<file path="config.mk">
export PLATFORM = sky130hd
export DESIGN_NAME = fifo_read_adapter
export DESIGN_NICKNAME = d
export VERILOG_FILES = /design/src/rtl/fifo_rd_pkg.sv /design/src/rtl/fifo_rd_buf.sv /design/src/rtl/fifo_read_adapter.sv
export SDC_FILE = /design/constraint.sdc
export NUM_CORES = 1
export LEC_CHECK = 0
export BUFFER_PORTS_ARGS = -buffer_cell sky130_fd_sc_hd__buf_2
export CAP_MARGIN = 10
export CORE_MARGIN = 2
export CORE_UTILIZATION = 35
export CTS_BUF_LIST = sky130_fd_sc_hd__clkbuf_8 sky130_fd_sc_hd__clkbuf_16
export CTS_CLUSTER_SIZE = 24
export DETAILED_ROUTE_END_ITERATION = 8
export PLACE_DENSITY = 0.64
export RECOVER_POWER = 100
export SYNTH_ARGS = -nofsm -noshare
export SYNTH_HDL_FRONTEND = slang
export SYNTH_SLANG_ARGS = --single-unit
</file>
<file path="constraint.sdc">
create_clock -name clk -period 1.8 [get_ports clk]
set_clock_uncertainty 0.1 [all_clocks]
set_input_delay 0.36 -clock clk [delete_from_list [all_inputs] [get_ports clk]]
set_output_delay 0.36 -clock clk [all_outputs]
set_load 0.01 [all_outputs]
</file>
<file path="src/rtl/fifo_rd_pkg.sv">
// Shared defaults and types for the FIFO read-side adapter.
package fifo_rd_pkg;
  localparam int DATA_W_DEF    = 8;
  localparam int BUF_DEPTH_DEF = 2;
  localparam int CNT_W         = 16;

  typedef logic [DATA_W_DEF-1:0] fifo_word_t;
endpackage

</file>
<file path="src/rtl/fifo_rd_buf.sv">
// Circular prefetch ring: push/pop in the same cycle keeps the count and advances both pointers.
module fifo_rd_buf
  import fifo_rd_pkg::*;
#(
  parameter int DATA_W    = DATA_W_DEF,
  parameter int BUF_DEPTH = BUF_DEPTH_DEF,
  localparam int PTR_W    = $clog2(BUF_DEPTH)
) (
  input  logic              clk,
  input  logic              reset,
  input  logic              push,
  input  logic [DATA_W-1:0] push_data,
  input  logic              pop,
  output logic [DATA_W-1:0] head_data,
  output logic [PTR_W:0]    count
);

  logic [DATA_W-1:0] mem [BUF_DEPTH];
  logic [PTR_W-1:0]  wr_ptr;
  logic [PTR_W-1:0]  rd_ptr;

  always_ff @(posedge clk or posedge reset) begin
    if (reset) begin
      wr_ptr <= '0;
      rd_ptr <= '0;
      count  <= '0;
    end else begin
      if (push) wr_ptr <= wr_ptr + 1'b1;
      if (pop)  rd_ptr <= rd_ptr + 1'b1;
      case ({push, pop})
        2'b10:   count <= count + 1'b1;
        2'b01:   count <= count - 1'b1;
        default: count <= count;
      endcase
    end
  end

  // Storage carries data only; validity is tracked by count.
  always_ff @(posedge clk) begin
    if (push) mem[wr_ptr] <= push_data;
  end

  assign head_data = mem[rd_ptr];

endmodule

</file>
<file path="src/rtl/fifo_read_adapter.sv">
// Turns the 1-cycle-latency FIFO read port into a valid/ready stream via a small prefetch ring.
// Optional accepted-beat counter (rd_count) is built when FIFO_RD_CNT_EN is defined.
module fifo_read_adapter
  import fifo_rd_pkg::*;
#(
  parameter int DATA_W    = DATA_W_DEF,
  parameter int BUF_DEPTH = BUF_DEPTH_DEF
) (
  input  logic              clk,
  input  logic              reset,
  input  logic              enable,
  input  logic              fifo_empty,
  input  logic [DATA_W-1:0] fifo_data,
  output logic              fifo_rn,
  output logic              m_valid,
  output logic [DATA_W-1:0] m_data,
  input  logic              m_ready,
  output logic              idle
`ifdef FIFO_RD_CNT_EN
  ,
  output logic [CNT_W-1:0]  rd_count
`endif
);

  localparam int PTR_W = $clog2(BUF_DEPTH);
  localparam logic [PTR_W+1:0] DEPTH_L = (PTR_W+2)'(BUF_DEPTH);

  logic              inflight;
  logic [PTR_W:0]    buf_count;
  logic [PTR_W+1:0]  credit_used;
  logic [DATA_W-1:0] head_data;
  logic              pop;

  assign pop         = m_valid & m_ready;
  assign credit_used = {1'b0, buf_count} + {{(PTR_W+1){1'b0}}, inflight};

  // A full ring may still issue a read when a beat leaves this same cycle.
  assign fifo_rn = ~reset & enable & ~fifo_empty &
                   ((credit_used < DEPTH_L) | ((credit_used == DEPTH_L) & pop));

  // Stage boundary: read issued -> FIFO data lands one cycle later.
  always_ff @(posedge clk or posedge reset) begin
    if (reset) inflight <= 1'b0;
    else       inflight <= fifo_rn;
  end

  fifo_rd_buf #(
    .DATA_W    (DATA_W),
    .BUF_DEPTH (BUF_DEPTH)
  ) u_buf (
    .clk       (clk),
    .reset     (reset),
    .push      (inflight),
    .push_data (fifo_data),
    .pop       (pop),
    .head_data (head_data),
    .count     (buf_count)
  );

  assign m_valid = (buf_count != '0);
  assign m_data  = m_valid ? head_data : '0;
  assign idle    = (buf_count == '0) & ~inflight & fifo_empty;

`ifdef FIFO_RD_CNT_EN
  always_ff @(posedge clk or posedge reset) begin
    if (reset)    rd_count <= '0;
    else if (pop) rd_count <= rd_count + 1'b1;
  end
`endif

endmodule

</file>
After elaboration in Yosys (flattened, before gate mapping)
Memory sizes are Yosys's and may differ from the RTL's.
Index checks and enable logic that the tools add are counted.
Operators by class
  add/subtract/negate cells: 5
  magnitude comparators: 1
  equal/unequal tests: 3
  multiplexer cells: 4
  bitwise gates (word level): 11
  reduce and logical (&&, ||, !) cells: 3
Operator list (number)
  $mux W8: 1
  $and A1 B1 Y1: 7
  $pmux W2 S2: 1
  $reduce_bool A2 Y1: 2
  $add A2 B1 Y3: 1
  $eq A3 B2 Y1 const B: 1
  $lt A3 B2 Y1 const B: 1
  $not A1 Y1: 3
  $add A1 B1 Y1 const B: 2
  $add A2 B1 Y2 const B: 1
  $eq A2 B1 Y1 const B: 1
  $eq A2 B2 Y1 const B: 1
  $logic_not A2 Y1: 1
  $mux W1: 2
  $sub A2 B1 Y2 const B: 1
  $or A1 B1 Y1: 1
Storage, ports and cells
  flip-flop bits (word level): 5
  memory bits (writable): 16
  bits of input ports: 13
  output and inout bits: 11
  word-level logic and storage cells: 32
  memories kept: 1
Memory list
  u_buf.mem: words 2, width 8, rd ports 1, clocked after Yosys merged registers in 0, write ports 1, RTL line fifo_rd_buf.sv:18  | logic [DATA_W-1:0] mem [BUF_DEPTH];

Longest topological paths before layout
  word-level depth: 5
  depth in mapped cells: 5

Modules after synthesis
A second synthesis with hierarchy kept.
Unflattened totals
  cell total of the unflattened synthesis: 62
  area, all modules: 950.9 sq um
Modules (own cells, without submodules)
  fifo_rd_buf: times used 1, cells each 40, area each 759.5 sq um
  fifo_read_adapter: times used 1, cells each 22, area each 191.4 sq um

Worst setup path before layout
OpenSTA, ideal clock, no wires.
  kind: register to output
  from: reg u_buf.count[0]
  to: out fifo_rn
  data arrival time: 1.336 ns
  setup slack: 0.004 ns
  cell stages (with the launch flop): 6
  path through: dfrtp_1 ha_1 inv_1 ha_1 a31oi_1 nor4b_2
On the way
  word-level cells in the longest chain between the ends: 5
  elaborated cells between the ends (all ways): 8
  those cells by class: 1 x add/sub; 1 x order compare; 1 x eq/ne; 4 x bitwise; 1 x reduce/logical
RTL lines
  start: declaration: RTL line fifo_rd_buf.sv:15  | output logic [PTR_W:0] count
  start signal: assignment: RTL line fifo_rd_buf.sv:31  | 2'b10: count <= count + 1'b1;
  start signal: assignment: RTL line fifo_rd_buf.sv:32  | 2'b01: count <= count - 1'b1;
  start signal: assignment: RTL line fifo_rd_buf.sv:33  | default: count <= count;
  parallel branches: the longest is 3 deep, another holds $add A2 B1 Y3
  $or A1 B1 Y1 *: RTL line fifo_read_adapter.sv:39  | ((credit_used < DEPTH_L) | ((credit_used == DEPTH_L) & pop));
  $and A1 B1 Y1 *: RTL line fifo_read_adapter.sv:38  | assign fifo_rn = ~reset & enable & ~fifo_empty &
  end: declaration: RTL line fifo_read_adapter.sv:14  | output logic fifo_rn,
Mark *: on every way between the ends.

Worst setup path after layout
  from: reg inflight
  to: out fifo_rn
On the way
  word-level cells in the longest chain between the ends: 5
  elaborated cells between the ends (all ways): 6
  those cells by class: 1 x add/sub; 1 x order compare; 1 x eq/ne; 3 x bitwise
RTL lines
  start: declaration: RTL line fifo_read_adapter.sv:28  | logic inflight;
  start signal: assignment: RTL line fifo_read_adapter.sv:44  | else inflight <= fifo_rn;
  $add A2 B1 Y3 *: RTL line fifo_read_adapter.sv:35  | assign credit_used = {1'b0, buf_count} + {{(PTR_W+1){1'b0}}, inflight};
  parallel branches: the longest is 2 deep, another holds $lt A3 B2 Y1
  $or A1 B1 Y1 *: RTL line fifo_read_adapter.sv:39
  $and A1 B1 Y1 *: RTL line fifo_read_adapter.sv:38
Marked as above.

==> flow_metrics.tcl <==
set metrics [dict create \
    cts_max_path_buffers 2 \
    cts_tree "yes" \
    crit_top_cell "ha_2" \
    overflow 0 \
    grt_usage 0.1162 \
    violations "negative setup slack" \
    cts-root-buf "clkbuf_8" \
    synth_area_leaders "edfxtp_1 (53%), dfrtp_1 (14%), mux2i_1 (8.9%)" \
    cts_setup_buffers 0 \
    clock_latency_ps 250 \
    cts_num_sinks 21 \
    port_buffers 23 \
    worstPathRequired_ps 1340 \
    run_status "finished, violations left" \
    post-route-period-util 1.161 \
    finalSetupTns_ps -289.4 \
    netlist_instances 61 \
    cts_buffers 3 \
    p_per_area_nw_per_um2 1426 \
    dp_cells 118 \
    die_h_um 54.70 \
    clk_pin_slew_worst_paths_ps 80 \
    firstDrtPassIters 2 \
    place_area_um2 1085 \
    syn-cell-area_um2 899.6 \
    viasPerCell 4.524 \
    synth_top_area_share 0.5341 \
    ys.warnings.count 0 \
    wl_per_cell_um 13.16 \
    drc 0 \
    ios 24 \
    start_util 0.3665 \
    rsz0062_at_grt "yes" \
    hold_viol 0 \
    drive_gt1_frac 0.3936 \
    synth-seq-cells 21 \
    nets 112 \
    end_kind "output pin" \
    cp-start-kind "register" \
    cp_max_fo 2 \
    first_global_vias 533 \
    vias 561 \
    path_class "register to output pin" \
    crit_chain "ha_2 > ha_2 > nor2_2 > a31oi_2 > nor4b_2 > buf_2" \
    avgSynthCellArea_um2 14.75 \
    fin_ws_ps -289.4 \
    stdcell_area_um2 1176 \
    leakage_nw 0.4940 \
    coreArea_um2 2455 \
    die_area_um2 2992 \
    max_cap_violations 0 \
    final_common_cell "buf_2" \
    syn-num-nets 78 \
    yosysUniqueCellTypes 15 \
    area_growth_pct 30.74 \
    layout_common_cells "buf_2 (19), edfxtp_1 (16), nor2_1 (10)" \
    drt_iter0_drc 4 \
    n_antenna_cell 0 \
    maxSlewHeadroom 0.6418 \
    htree_levels 1 \
    dp_hpwl_um 1085 \
    setup_violations 1 \
    critPathSlowestCell "dfrtp_1" \
    fin_crit_ps 2089 \
    stdcell_count 124 \
    crit_path_max_incr_delay_ps 390 \
    ys_seq_area_frac 0.6732 \
    power_mw 1.678 \
    rows 18 \
    grt_max_degree 13 \
    drt_wl_total_um 1632 \
    ir_drop_v 0.0007535 \
    max_freq_ghz 0.4786 \
    routabilityCongestion 0.7124 \
    critical_path_arrival_ps 1630 \
    grt_first_pass_wirelength_um 2359 \
    die_w_um 54.70 \
    dp_slack_ps -23.61 \
    yosysTopAreaCell "edfxtp_1" \
    hp-class "input port to register" \
    antenna_found_initial 0 \
    worstMarginPinSlew_ps 537.0 \
    ant_nets 0 \
    slew_viol_final 0 \
]
-- routing by layer --
layer  up-vias  track usage  part of all wire
met3         0      0.03005             0.062
met1       267       0.1346              0.40
met5         -            0                 0
met2        17       0.2004              0.54
met4         0      0.05000                 0
li1        277            -                 -
-- synthesized netlist by cell type --
master	number
xor2_1	2
ha_1	4
and3_1	1
inv_1	5
nor2_1	11
nor4b_2	1
nor2_2	1
o21a_4	1
edfxtp_1	16
buf_2	1
xnor2_1	3
and2_1	1
dfrtp_1	5
a31oi_1	1
mux2i_1	8
-- state kept, by name, indices dropped and copies added (netlist names) --
| signal | flops |
|---|---|
| u_buf.mem | 16 |
| u_buf.count | 2 |
| inflight | 1 |
| u_buf.wr_ptr | 1 |
| u_buf.rd_ptr | 1 |
-- cell type report --
type	count	area (um2)
fill	240	1279
sequential	21	606.8
multi-input combinational	34	301.5
timing repair buffer	30	165.2
clock buffer	3	41.29
tap	30	37.54
inverter	5	18.77
clock inverter	1	5.005
-- final timing paths --
kind	start	to	slack (ps)	cells after the start
setup reg to reg	u_buf.count[0]$_DFFE_PP0P_	u_buf.count[1]$_DFFE_PP0P_	270	5
hold reg to reg	u_buf.wr_ptr$_DFFE_PP0P_	u_buf.wr_ptr$_DFFE_PP0P_	410	1
max in group asynchronous	reset	u_buf.rd_ptr$_DFFE_PP0P_	940	3
hold / removal	fifo_empty	inflight$_DFF_PP0_	180	2
min in group asynchronous	reset	u_buf.count[0]$_DFFE_PP0P_	460	3
setup / recovery	inflight$_DFF_PP0_	fifo_rn	-290	6
-- stage by stage --
stage | utilization | hold slack, ps
floorplan | - | 38.52
detailed placement | 0.4419 | 202.2
global route | 0.4791 | 182.4
CTS | 0.4664 | 167.4
global placement | 0.4419 | 186.5
finish | 0.4791 | 179.3
-- cells by family (layout without fill, tap and decap cells) --
| logic type | count (synthesis) | after routing | synth area share |
|---|---|---|---|
| AO/OA/AOI/OAI | 2 | 2 | 0.02364 |
| AND/OR/NAND/NOR | 15 | 15 | 0.08346 |
| XOR/XNOR | 5 | 5 | 0.04869 |
| adder cells (fa/ha/maj) | 4 | 4 | 0.05564 |
| flip-flops | 21 | 21 | 0.6732 |
| buffers and inverters | 6 | 39 | 0.02642 |
| multiplexers | 8 | 8 | 0.08902 |
-- timing repair --
item	CTS	global route
gates resized for setup	2	7
endpoints found under the setup margin	9	10
cloned	0	1
hold endpoints to repair	5	0
hold buffers	1	0
-- power by group --
part	switching, mW	internal (mW)	total [mW]	leakage [nW]
clock network	0.146	0.154	0.300	0.0255
logic	0.338	0.355	0.693	0.264
registers	0.0859	0.599	0.685	0.204
total	0.570	1.11	1.68	0.494
-- critical path: cells and delay by family, from the launching register on --
kind                     cells  cell delay, ps
AO/OA/AOI/OAI                1             100
flip-flops                   1             390
buffers and inverters        1             170
AND/OR/NAND/NOR              2             340
adder cells (fa/ha/maj)      2             370
(Power assumes the default switching activity.)
